--- src/rtl/sdram_32b_bridge.sv ---
// sdram_32b_bridge: splits 32-bit CPU word accesses into 16-bit toggle req/ack SDRAM controller transactions
module sdram_32b_bridge #(
  parameter int w_addr = 23,
  parameter int timeout_cycles = 1024
) (
  input  logic              clk,
  input  logic              rst_n,
  input  logic              cpu_req,
  output logic              cpu_ready,
  input  logic              cpu_we,
  input  logic [3:0]        cpu_be,
  input  logic [w_addr-1:0] cpu_addr,
  input  logic [31:0]       cpu_wdata,
  output logic [31:0]       cpu_rdata,
  output logic              cpu_done,
  output logic              cpu_err,
  output logic [w_addr:0]   ram_addr,
  output logic [15:0]       ram_wdata,
  input  logic [15:0]       ram_rdata,
  output logic              ram_wrl,
  output logic              ram_wrh,
  output logic              ram_req,
  input  logic              ram_ack
);
  localparam int CW = $clog2(timeout_cycles);
  typedef enum logic [1:0] {IDLE, LO, HI, RESP} state_t;
  state_t            st_q;
  logic              we_q;
  logic [1:0]        be_hi_q;
  logic [w_addr-1:0] addr_q;
  logic [15:0]       wdata_hi_q;
  logic [CW-1:0]     cnt_q;
  logic [31:0]       rdata_q;
  logic [w_addr:0]   ram_addr_q;
  logic [15:0]       ram_wdata_q;
  logic              ram_wrl_q, ram_wrh_q, ram_req_q, done_q, err_q;
  assign cpu_ready = st_q == IDLE;
  assign cpu_rdata = rdata_q;
  assign cpu_done  = done_q;
  assign cpu_err   = err_q;
  assign ram_addr  = ram_addr_q;
  assign ram_wdata = ram_wdata_q;
  assign ram_wrl   = ram_wrl_q;
  assign ram_wrh   = ram_wrh_q;
  assign ram_req   = ram_req_q;
  always_ff @(posedge clk) begin
    if (!rst_n) begin
      st_q        <= IDLE;
      ram_req_q   <= ram_ack;
      rdata_q     <= '0;
      ram_addr_q  <= '0;
      ram_wdata_q <= '0;
      ram_wrl_q   <= 1'b0;
      ram_wrh_q   <= 1'b0;
      done_q      <= 1'b0;
      err_q       <= 1'b0;
      cnt_q       <= '0;
      we_q        <= 1'b0;
      be_hi_q     <= '0;
      addr_q      <= '0;
      wdata_hi_q  <= '0;
    end else begin
      done_q <= 1'b0;
      err_q  <= 1'b0;
      case (st_q)
        IDLE: if (cpu_req) begin
          we_q       <= cpu_we;
          be_hi_q    <= cpu_be[3:2];
          addr_q     <= cpu_addr;
          wdata_hi_q <= cpu_wdata[31:16];
          cnt_q      <= '0;
          if (cpu_we && cpu_be == 4'h0) begin
            st_q   <= RESP;
            done_q <= 1'b1;
          end else if (cpu_we && cpu_be[1:0] == 2'b00) begin
            ram_addr_q  <= {cpu_addr, 1'b1};
            ram_wdata_q <= cpu_wdata[31:16];
            ram_wrl_q   <= cpu_be[2];
            ram_wrh_q   <= cpu_be[3];
            ram_req_q   <= ~ram_req_q;
            st_q        <= HI;
          end else begin
            ram_addr_q  <= {cpu_addr, 1'b0};
            ram_wdata_q <= cpu_wdata[15:0];
            ram_wrl_q   <= cpu_we & cpu_be[0];
            ram_wrh_q   <= cpu_we & cpu_be[1];
            ram_req_q   <= ~ram_req_q;
            st_q        <= LO;
          end
        end
        LO, HI: if (ram_ack == ram_req_q) begin
          if (st_q == LO) begin
            if (!we_q) rdata_q[15:0] <= ram_rdata;
            if (!we_q || be_hi_q != 2'b00) begin
              ram_addr_q  <= {addr_q, 1'b1};
              ram_wdata_q <= wdata_hi_q;
              ram_wrl_q   <= we_q & be_hi_q[0];
              ram_wrh_q   <= we_q & be_hi_q[1];
              ram_req_q   <= ~ram_req_q;
              cnt_q       <= '0;
              st_q        <= HI;
            end else begin
              st_q   <= RESP;
              done_q <= 1'b1;
            end
          end else begin
            if (!we_q) rdata_q[31:16] <= ram_rdata;
            st_q   <= RESP;
            done_q <= 1'b1;
          end
        end else if (cnt_q == CW'(timeout_cycles - 1)) begin
          // abandon: realign req to ack so the next transaction starts clean
          ram_req_q <= ram_ack;
          st_q      <= RESP;
          done_q    <= 1'b1;
          err_q     <= 1'b1;
          if (!we_q) begin
            rdata_q[31:16] <= '0;
            if (st_q == LO) rdata_q[15:0] <= '0;
          end
        end else begin
          cnt_q <= cnt_q + 1'b1;
        end
        RESP: st_q <= IDLE;
        default: st_q <= IDLE;
      endcase
    end
  end
endmodule

--- config.mk ---
export PLATFORM = sky130hd
export DESIGN_NAME = sdram_32b_bridge
export DESIGN_NICKNAME = d
export VERILOG_FILES = /design/src/rtl/sdram_32b_bridge.sv
export SDC_FILE = /design/constraint.sdc
export NUM_CORES = 1
export LEC_CHECK = 0
export CAP_MARGIN = 20
export CORE_ASPECT_RATIO = 1.2
export CORE_MARGIN = 3
export CORE_UTILIZATION = 47
export CTS_CLUSTER_DIAMETER = 30
export DETAILED_ROUTE_END_ITERATION = 16
export PLACE_DENSITY_LB_ADDON = 0.3
export SLEW_MARGIN = 20
export SYNTH_ARGS = -nofsm -noshare
export SYNTH_HDL_FRONTEND = slang
export SYNTH_SLANG_ARGS = --single-unit
--- constraint.sdc ---
create_clock -name clk -period 2.35 [get_ports clk]
set_input_delay 0.47 -clock clk [delete_from_list [all_inputs] [get_ports clk]]
set_output_delay 0.47 -clock clk [all_outputs]
set_load 0.03 [all_outputs]
==> results_dict.tcl <==
set metrics [dict create \
    cts_resized 0 \
    h-tree-depth 4 \
    dieWidth_um 105 \
    slew_headroom_pct 57.5 \
    path_class "register to register" \
    final_common_cell "clkdlybuf4s50_1" \
    grt_max_degree 57 \
    grt_pass1_vias 5245 \
    syn_area_per_cell_um2 8.80 \
    overflow 0 \
    yosys.area_share.xor_xnor_pct 1.08 \
    grt_first_pass_wirelength_um 25300 \
    drt_first_pass_iters 5 \
    synthCells 632 \
    synth_ff_type "dfxtp_1" \
    wire_per_inst_um 16.3 \
    ctsHoldBuffers 0 \
    seq_area_frac_synth_pct 47.4 \
    synth_nets 717 \
    ys_async_sr_fraction_pct 0 \
    min_period_ps 2260 \
    cap_violations 0 \
    grt_use_total_pct 23.3 \
    path_clk_slew_ps 60 \
    layout_common_cells "clkdlybuf4s50_1, nand2_1, dfxtp_1" \
    finClkSkew_ps 5.27 \
    synthMuxAreaShare_pct 7.22 \
    synth_cell_types 54 \
    antenna_found_initial 0 \
    p_leak_nw 2.86 \
    synth-compound-area-share_pct 20.4 \
    synth-edff-count 1 \
    dr_total_vias 5323 \
    setup_viol 0 \
    critPathArrivalTime_ps 2530 \
    slew_viol_final 0 \
    routed_wl_um 15400 \
    fin_setup_tns_ps 0 \
    drcViolationCount 0 \
    synthesis.area_um2 5560 \
    drive_above_1_share_pct 8.70 \
    cts_buffers 17 \
    dp_hpwl_um 10400 \
    end_kind "register" \
    post-route-period-util_pct 96.1 \
    nets 866 \
    ys_ff_latch 131 \
    drtIter0Drc 279 \
    root_buffer "clkbuf_16" \
    die-area_um2 13200 \
    postCtsSetupBuffers 0 \
    start_kind "register" \
    crit_path_max_fanout 38 \
    synth_top_family_by_area "compound AO/OA/AOI/OAI gates" \
    worstMarginPinSlew_ps 637 \
    io_buffers 157 \
    yosysWarnings 0 \
    clock_latency_ps 410 \
    num_rows 42 \
    ant_nets 0 \
    clock_path_buffers 2 \
    hold_depth 2 \
    cts_sinks 131 \
    hold_viol 0 \
    synthSimpleGateAreaFrac_pct 18.6 \
    ff2ff_path_depth 8 \
    diodes 0 \
    die_h_um 125 \
    p_per_area_nw_per_um2 1410 \
    crit_required_ps 2620 \
    gp_congestion 0.871 \
    start_util_pct 49.2 \
    io_pins 158 \
    cts_tree "done" \
    rsz0062_at_grt "no" \
    hold_class "register to register" \
    max_freq_ghz 0.443 \
    outcome "finished, final reports clean" \
    core_area_um2 11300 \
    synthAdderAreaFrac_pct 1.13 \
    fin_total_pwr_w 0.0112 \
    viasPerCell 5.62 \
    area_delta_synth_final_pct 42.4 \
    ir_drop_v 0.000796 \
]
-- kinds of logic after synthesis --
group,count (synthesis)
AO/OA/AOI/OAI,169
XOR/XNOR,6
adder cells (fa/ha/maj),5
buffers and inverters,55
flip-flops,131
multiplexers,40
AND/OR/NAND/NOR,226
-- synth_stat cells, types with 2 or more instances --
library cell | instances | area share [%]
nand2_1 | 142 | 9.6
a31o_2 | 2 | 0.32
nor2_1 | 39 | 2.6
clkinv_1 | 2 | 0.14
or3_1 | 2 | 0.23
a21oi_1 | 85 | 7.7
ha_1 | 5 | 1.1
mux2i_1 | 39 | 7.0
buf_2 | 16 | 1.4
a32o_1 | 17 | 3.1
o21ai_0 | 6 | 0.54
a211oi_1 | 26 | 3.5
nor2b_1 | 2 | 0.23
buf_1 | 4 | 0.27
clkbuf_1 | 28 | 1.9
xnor2_1 | 5 | 0.79
inv_1 | 4 | 0.27
nor3_1 | 6 | 0.54
nand4_1 | 4 | 0.45
a311oi_1 | 2 | 0.32
dfxtp_1 | 130 | 47
nand4b_1 | 17 | 2.7
nand2b_1 | 2 | 0.23
o211ai_1 | 16 | 2.2
o31ai_1 | 2 | 0.27
-- flip-flops by register name, summed over array words and instances (netlist names), 2 cells and up --
name and count:
cpu_rdata 32, ram_addr 24, addr_q 23, ram_wdata 16, wdata_hi_q 16, cnt_q 10
be_hi_q 2, st_q 2
-- worst max-delay path, cell delays in order, from the launching register on --
cell and delay, ps:
dfxtp_1 380, inv_1 90, ha_2 320, nor4bb_1 510
nor2_1 190, o211a_2 230, buf_12 180, nor2_1 130
a211oi_1 70
-- layer usage --
metal	up-vias	share of wire, %	wire, um	global-route usage, %
met2	217	51	7870	41.0
li1	2546	-	-	-
met5	-	0	0	0
met3	28	7.0	1090	5.57
met1	2532	40	6150	27.4
met4	0	2.1	320	8.73
-- through the flow --
stage,instances,hold WS [ps],worst slack [ps],util [%],cell area [um^2]
floorplan,632,436,180,-,5560
finish,947,456,91.7,70.1,7920
global placement,916,441,84.5,65.0,7350
global route,947,476,14.0,70.1,7920
CTS,947,456,24.3,70.1,7920
detailed placement,916,448,4.35,65.0,7350
-- layout make-up --
cell class                      instances  area (um^2)
Clock buffer                           22          464
Clock inverter                          9          105
Fill cell                             842         3380
Inverter                                6         23.8
Multi-Input combinational cell        446         2710
Sequential cell                       131         2630
Tap cell                              154          193
Timing Repair Buffer                  179         1790
-- worst paths after layout --
| path | start | end | slack (ps) |
|---|---|---|---|
| worst max-delay path | st_q[0]$_SDFFE_PN0P_ | ram_addr[8]$_SDFFE_PN0P_ | 90 |
| worst min-delay path | wdata_hi_q[3]$_SDFFE_PN0P_ | wdata_hi_q[3]$_SDFFE_PN0P_ | 460 |
| worst max register to register | st_q[0]$_SDFFE_PN0P_ | ram_addr[8]$_SDFFE_PN0P_ | 90 |
| worst min register to register | wdata_hi_q[3]$_SDFFE_PN0P_ | wdata_hi_q[3]$_SDFFE_PN0P_ | 460 |
-- power by group --
group          switching, W  internal [W]
Sequential         0.000347       0.00283
Clock              0.000938       0.00161
Combinational       0.00325       0.00219
No activity file was read; power rests on OpenSTA's default activity.
